### src/rtl/reg_dump_unit_pkg.sv
// reg_dump_unit_pkg: shared sizes and FSM state encoding for the register dump unit.
package reg_dump_unit_pkg;
  localparam int NUM_REGS = 8;
  localparam int WORD_W = 16;
  localparam int IDX_W = 3;
  typedef enum logic [1:0] {IDLE, LOAD, SEND, DONE} state_t;
endpackage

### src/rtl/reg_dump_unit_next_set_bit.sv
// next_set_bit: lowest set mask bit at or above from_idx (inclusive) or strictly above it.
module next_set_bit
  import reg_dump_unit_pkg::*;
(
  input  logic [NUM_REGS-1:0] mask,
  input  logic [IDX_W-1:0]    from_idx,
  input  logic                inclusive,
  output logic                found,
  output logic [IDX_W-1:0]    idx
);
  always_comb begin
    found = 1'b0;
    idx = '0;
    for (int i = NUM_REGS - 1; i >= 0; i--)
      if (mask[i] && (i > int'(from_idx) || (inclusive && i == int'(from_idx)))) begin
        found = 1'b1;
        idx = IDX_W'(i);
      end
  end
endmodule

### src/rtl/reg_dump_unit.sv
// reg_dump_unit: streams the masked registers of a register file out over a valid/ready port.
module reg_dump_unit
  import reg_dump_unit_pkg::*;
(
  input  logic                Clk,
  input  logic                Reset,
  input  logic                Start,
  input  logic [NUM_REGS-1:0] Mask,
  output logic [IDX_W-1:0]    SR_ADDR,
  input  logic [WORD_W-1:0]   SR_DATA,
  output logic                Out_Valid,
  input  logic                Out_Ready,
  output logic [WORD_W-1:0]   Out_Data,
  output logic [IDX_W-1:0]    Out_Index,
  output logic                Out_Last,
  output logic                Busy,
  output logic                Done,
  output logic [WORD_W-1:0]   Checksum
);
  state_t state, state_nxt;
  logic [NUM_REGS-1:0] mask_q, srch_mask;
  logic [IDX_W-1:0] idx, srch_from, srch_idx;
  logic srch_found, idle;
  assign idle = state == IDLE;
  // In IDLE the search looks for the first bit of the incoming mask; afterwards for the bit above idx.
  assign srch_mask = idle ? Mask : mask_q;
  assign srch_from = idle ? '0 : idx;
  next_set_bit u_search (
    .mask(srch_mask),
    .from_idx(srch_from),
    .inclusive(idle),
    .found(srch_found),
    .idx(srch_idx)
  );
  assign Out_Valid = state == SEND;
  assign Busy = !idle;
  assign Done = state == DONE;
  always_ff @(posedge Clk)
    if (Reset) state <= IDLE;
    else state <= state_nxt;
  always_comb begin
    state_nxt = state;
    case (state)
      IDLE: state_nxt = Start ? (Mask != '0 ? LOAD : DONE) : IDLE;
      LOAD: state_nxt = SEND;
      SEND: state_nxt = Out_Ready ? (Out_Last ? DONE : LOAD) : SEND;
      DONE: state_nxt = IDLE;
      default: state_nxt = IDLE;
    endcase
  end
  always_ff @(posedge Clk)
    if (Reset) begin
      mask_q <= '0;
      idx <= '0;
      SR_ADDR <= '0;
      Out_Data <= '0;
      Out_Index <= '0;
      Out_Last <= 1'b0;
      Checksum <= '0;
    end else begin
      case (state)
        IDLE: if (Start) begin
          mask_q <= Mask;
          Checksum <= '0;
          idx <= srch_idx;
          SR_ADDR <= srch_idx;
        end
        LOAD: begin
          Out_Data <= SR_DATA;
          Out_Index <= idx;
          Out_Last <= !srch_found;
        end
        SEND: if (Out_Ready) begin
          Checksum <= Checksum + Out_Data;
          if (!Out_Last) begin
            idx <= srch_idx;
            SR_ADDR <= srch_idx;
          end
        end
        default: ;
      endcase
    end
endmodule

### config.mk
export PLATFORM = sky130hd
export DESIGN_NAME = reg_dump_unit
export DESIGN_NICKNAME = d
export VERILOG_FILES = /design/src/rtl/reg_dump_unit_pkg.sv /design/src/rtl/reg_dump_unit_next_set_bit.sv /design/src/rtl/reg_dump_unit.sv
export SDC_FILE = /design/constraint.sdc
export NUM_CORES = 1
export LEC_CHECK = 0
export CAP_MARGIN = 20
export CORE_MARGIN = 5
export CORE_UTILIZATION = 44
export DETAILED_ROUTE_END_ITERATION = 16
export HOLD_SLACK_MARGIN = 0.15
export PLACE_DENSITY = 0.87
export SYNTH_ARGS = -nofsm -noshare
export SYNTH_HDL_FRONTEND = slang
export SYNTH_SLANG_ARGS = --single-unit
### constraint.sdc
create_clock -name Clk -period 2 [get_ports Clk]
set_clock_uncertainty 0.15 [all_clocks]
set_input_delay 0.2 -clock Clk [delete_from_list [all_inputs] [get_ports Clk]]
set_output_delay 0.2 -clock Clk [all_outputs]
set_load 0.01 [all_outputs]
[Word-level counts from Yosys, hierarchy flattened]
Cells that the tools add are included.
Operators by class
  $add $sub $neg: 1
  multipliers: 0
  div/mod/pow operators: 0
  $lt $le $gt $ge: 7
  equal/unequal tests: 13
  shift-type cells: 0
  mux-type cells: 30
  bitwise logic cells: 0
  reductions and logical operators: 32
Operator list (count)
  3-bit 2-to-1 mux: 12
  16-bit 2-to-1 mux: 2
  16-bit case mux with 2 select lines: 1
  16-bit adder: 1
  1-bit logical AND: 16
  3-bit == test (first input constant): 4
  3-bit greater-than comparator (first input constant): 4
  1-bit 2-to-1 mux: 8
  2-bit 2-to-1 mux: 4
  8-bit 2-to-1 mux: 1
  2-bit case mux with 4 select lines: 1
  8-bit nonzero test: 1
  1-bit logical OR: 7
  2-bit by 3-bit == test with 1-bit output (first input constant): 2
  2-bit by 3-bit greater-than comparator with 1-bit output (first input constant): 2
  3-bit case mux with 2 select lines: 1
  2-bit == test (second input constant): 2
  2-bit inequality test (second input constant): 2
  4-bit AND reduction: 1
  1-bit by 3-bit == test with 1-bit output (first input constant): 1
  1-bit by 3-bit greater-than comparator with 1-bit output (first input constant): 1
  3-bit zero test: 1
  3-bit AND reduction: 1
  2-bit by 1-bit == test with 1-bit output (second input constant): 1
  5 further kinds: 6
Word-level totals
  flip-flop bits (word level): 49
  bits in latches: 0
  bits in writable memories: 0
  memory bits (read-only): 0
  input bits: 28
  output and inout bits: 42
  logic and storage cells: 90
  memories: 0

[Longest topological paths before layout]
  depth after elaboration: 17
  gate-level depth with buffers: 9
  mapped depth without buffers: 8

[Hierarchy]
From an unflattened synthesis, not the netlist that was laid out.
Unflattened totals
  cell total of the unflattened synthesis: 374
  area total of the unflattened synthesis: 2937.8 µm²
By module, submodules not included
  reg_dump_unit: instances 1, cells an instance 323, area an instance 2647.5 µm², sequential area each 980.9 µm²
  next_set_bit: instances 1, cells an instance 51, area an instance 290.3 µm², sequential area each 0.0 µm²

[Worst setup path after synthesis]
OpenSTA, ideal clock, no wires.
  path type: flip-flop to flip-flop
  start point: register Out_Data[0]
  end point: register Checksum[14]
  setup time: 0.122 ns
  data arrival time: 1.923 ns
  required time: 1.728 ns
  path slack: -0.195 ns
  cell stages (with the launch flop): 9
  path buffers: 0
  clock period less this slack: 2.195 ns
  cell sequence: dfxtp_1 > ha_1 > fa_1 > a211oi_1 > o21bai_1 > a21o_1 > o21ai_0 > xor2_1 > o21ai_0
Between the ends
  word-level cells in the longest chain between the ends: 3
RTL lines
  start: declaration: line reg_dump_unit.sv:13  | output logic [WORD_W-1:0] Out_Data,
  start signal: assignment: line reg_dump_unit.sv:56  | Out_Data <= '0;
  start signal: assignment: line reg_dump_unit.sv:69  | Out_Data <= SR_DATA;
  16-bit adder: line reg_dump_unit.sv:74  | Checksum <= Checksum + Out_Data;
  16-bit 2-to-1 mux: line reg_dump_unit.sv:73  | SEND: if (Out_Ready) begin
  16-bit case mux with 2 select lines: line reg_dump_unit.sv:61  | case (state)
  end signal: assignment: line reg_dump_unit.sv:74
  end: declaration: line reg_dump_unit.sv:18  | output logic [WORD_W-1:0] Checksum
Every way passes these cells. The select of a mux whose other input is x is not followed.
A chain may end at the register's enable or synchronous reset.

[Final worst setup path]
Ends and elaborated chain as after synthesis.

==> impl_metrics.csv <==
group,metric,value,unit
outcome,outcome,"complete, but fails checks",
outcome,violations,"setup timing",
critical_path,critPathRequiredTime,2.05,ns
global_routing,antenna_found_initial,0,
die,core-area,5990,um^2
critical_path,startpoint_type,"register",
final_layout,multiInputGateArea,1810,um^2
final_layout,seqCellArea,978,um^2
yosys,synth_compound_area_share,23.7,%
route,ant_nets,0,
clocking,ctsRootBufferMaster,"clkbuf_8",
critical_path,crit_path_top_delay_cell,"fa_2",
power,p_clk_share,31.2,%
placed_design,gp_congestion,0.834,
clocking,clockBufferDepth,2,
sta,drv_slew,0,
yosys,avgSynthCellArea,7.96,um^2
power,swShare,27.5,%
die,row_count,28,
yosys,synth_top_area_share,35.0,%
yosys,ys_top_cells_by_count,"67 x nand2_1, 48 x dfxtp_1, 43 x a21oi_1",
yosys,synth_top_family_by_area,"compound AO/OA/AOI/OAI gates",
critical_path,worstPathMaxFanout,2,
critical_path,path_cells,"ha_4 -> fa_2 -> a211oi_4 -> o21bai_2 -> a21o_1 -> o21ai_2 -> xor2_1 -> o21ai_1",
critical_path,cp.arrival,2.18,ns
yosys,synth.area.top_cells,"dfxtp_1 35%, nand2_1 9.2%, a21oi_1 7.8%",
clocking,ctsHtreeMaxLevel,2,
hold_path,hold_path.class,"in2reg",
yosys,synth_nets,389,
global_routing,gr-total-overflow,0,
critical_path,crit_path_max_incr_delay,0.38,ns
yosys,yosys.area_share.simple,21.8,%
placed_design,dp_slack,-0.134,ns
sta,timing.final.crit_share,106,%
yosys,synth-seq-area-share,35.0,%
die,dieArea,7920,um^2
yosys,yosys-mux-area-fraction,3.01,%
clocking,numCtsBuffers,5,
power,power-per-cell-area,556,nW/um^2
route,avgRoutedWirePerCell,15.5,um
final_layout,areaGrowthSynthToFinish,47.4,%
critical_path,critical_path_buf_inv_count,0,
clocking,clk_latency,0.31,ns
sta,maxSlewHeadroom,73.1,%
sta,tightest_slew,0.402,ns
critical_path,cp_top_family,"compound AO/OA/AOI/OAI gates",
route,viasPerCell,5.49,
die,io_pins,70,
die,fp.dieW,89.0,um
power,p_switching,620,uW
final_layout,antenna_cells,0,
placed_design,port_buffers,69,
power,p_leak,1.54,nW
yosys,synth_xor_area_share,3.83,%
final_layout,postLayoutCoreUtil,67.6,%
route,route.detailed.drc,0,
final_layout,drive_above_1_share,20.8,%
power,p_seq_share,47.2,%
yosys,yosys.area.top_type,"dfxtp_1",
die,initial_core_util,45.8,%
clocking,holdBufCountCts,0,
power,p_comb_share,21.6,%
clocking,cts.sinks,48,
sta,finalSetupViolCount,6,
final_layout,postLayoutCellArea,4050,um^2
sta,fmax,0.470,GHz
sta,period_needed,2.13,ns
yosys,postSynthCellCount,345,
sta,final_hold_viol_count,0,
global_routing,grt_pass1_wl,12900,um
power,internal_power,1.63,mW
clocking,clk_pin_slew,0.09,ns
route,wl,8120,um
yosys,synth_most_common_cell,"nand2_1",
yosys,yosys_warnings,0,
route,drtIter0Drc,134,
sta,rsz0062_at_grt,"yes",
global_routing,grt_use_total,20.4,%
route,drt-pass1-iter-count,4,
final_layout,fillerInstances,471,
clocking,cts_tree,"yes",
critical_path,cp-end-kind,"register",
power,ir_worst_vdd,0.387,mV
die,dieHeight,89.0,um
flow_run,cap_violations,0,
yosys,synth.distinct_cells,56,
route,vias,2870,
sta,worst_slack,-0.129,ns
power,total_power,2.25,mW
yosys,synth-seq-cells,48,
yosys,synthArstFlopShare,0,%
critical_path,path_class,"reg2reg",
yosys,synth-edff-count,0,
global_routing,grt_max_degree,28,
sta,tns,-0.346,ns
final_layout,nets,491,
yosys,synth_flop_cell,"dfxtp_1",
placed_design,place_area,3780,um^2
yosys,synth_area,2750,um^2
yosys,synthAdderAreaFrac,7.56,%
placed_design,dp_hpwl,5910,um
global_routing,grt_pass1_vias,2863,
registers in the layout, indices dropped and copies added (netlist names):
name / cells
mask_q: 7
Checksum: 16
idx: 3
Out_Index: 3
Out_Data: 16
state: 2
Out_Last: 1
kinds of logic after synthesis:
group	Yosys count
AO/OA/AOI/OAI	107
buffers and inverters	28
multiplexers	7
XOR/XNOR	12
adder cells (fa/ha/maj)	16
AND/OR/NAND/NOR	127
flip-flops	48
layout by cell type (no fill, tap or decap), drive strengths merged, types with 2 or more instances in the layout:
cell and n:
buf 44, nand2b 8, nor3 3, clkdlybuf4s50 69, a211o 3, o21ai 31, o211ai 3, o31ai 2
nand3 3, nor4 4, mux2i 7, dfxtp 48, a21oi 44, nor2 20, xnor2 5, xor2 7
a22oi 5, nand2 68, nor3b 2, inv 10, and2 4, ha 15, a21o 4, nor2b 7
o21bai 2, or3 2, clkbuf 6, a211oi 4
power groups by stage:
stage / combinational, mW / clock [mW] / sequential, mW
floorplan: 0.249 / 0 / 1.07
global placement: 0.454 / 0 / 1.07
detailed placement: 0.468 / 0 / 1.08
CTS: 0.477 / 0.725 / 1.05
global route: 0.528 / 0.762 / 1.07
finish: 0.486 / 0.702 / 1.06
routing by layer:
metal,up-vias,GRT usage [%],wire length (um)
met4,0,8.25,213
met2,85,36.8,4150
met1,1356,24.0,3350
met3,19,3.41,401
li1,1410,-,-
met5,-,0,0
timing repair:
item,in CTS,in global routing
pin swaps,9,8
buffers inserted,2,1
resized for setup,14,23
gates cloned,0,0
endpoints found under the hold margin,0,0
setup endpoints to repair,7,14
stage by stage:
step / hold WS, ns / std cells
after floorplan: 0.178 / 345
after global placement: 0.293 / 512
after detailed placement: 0.303 / 512
after CTS: 0.278 / 522
after global routing: 0.280 / 523
final: 0.284 / 523
worst paths after layout:
| path | cells past startpoint | end | startpoint | slack (ns) |
|---|---|---|---|---|
| min | 3 | Out_Data[2]$_SDFFE_PP0P_ | SR_DATA[2] | 0.28 |
| max | 8 | Checksum[14]$_SDFFE_PP0P_ | Out_Data[0]$_SDFFE_PP0P_ | -0.13 |
| min reg2reg | 2 | Out_Index[2]$_SDFFE_PP0P_ | Out_Index[2]$_SDFFE_PP0P_ | 0.31 |
| max reg2reg | 8 | Checksum[14]$_SDFFE_PP0P_ | Out_Data[0]$_SDFFE_PP0P_ | -0.13 |
worst reg2reg max path, delay by kind of cell, from the launching register on:
family / cells / cell delay, ns
flops: 1 / 0.35
compound gates: 5 / 0.80
fa+ha+maj: 2 / 0.54
xor+xnor: 1 / 0.19
layout make-up:
cell class	count	area share, %
inverters	10	0.989
clock buffers	6	1.79
clock inverters	2	0.865
well taps	75	2.32
flip-flops and latches	48	24.2
repair buffers	113	25.2
multi-input cells	269	44.7
No activity file was read; power rests on OpenSTA's default activity.
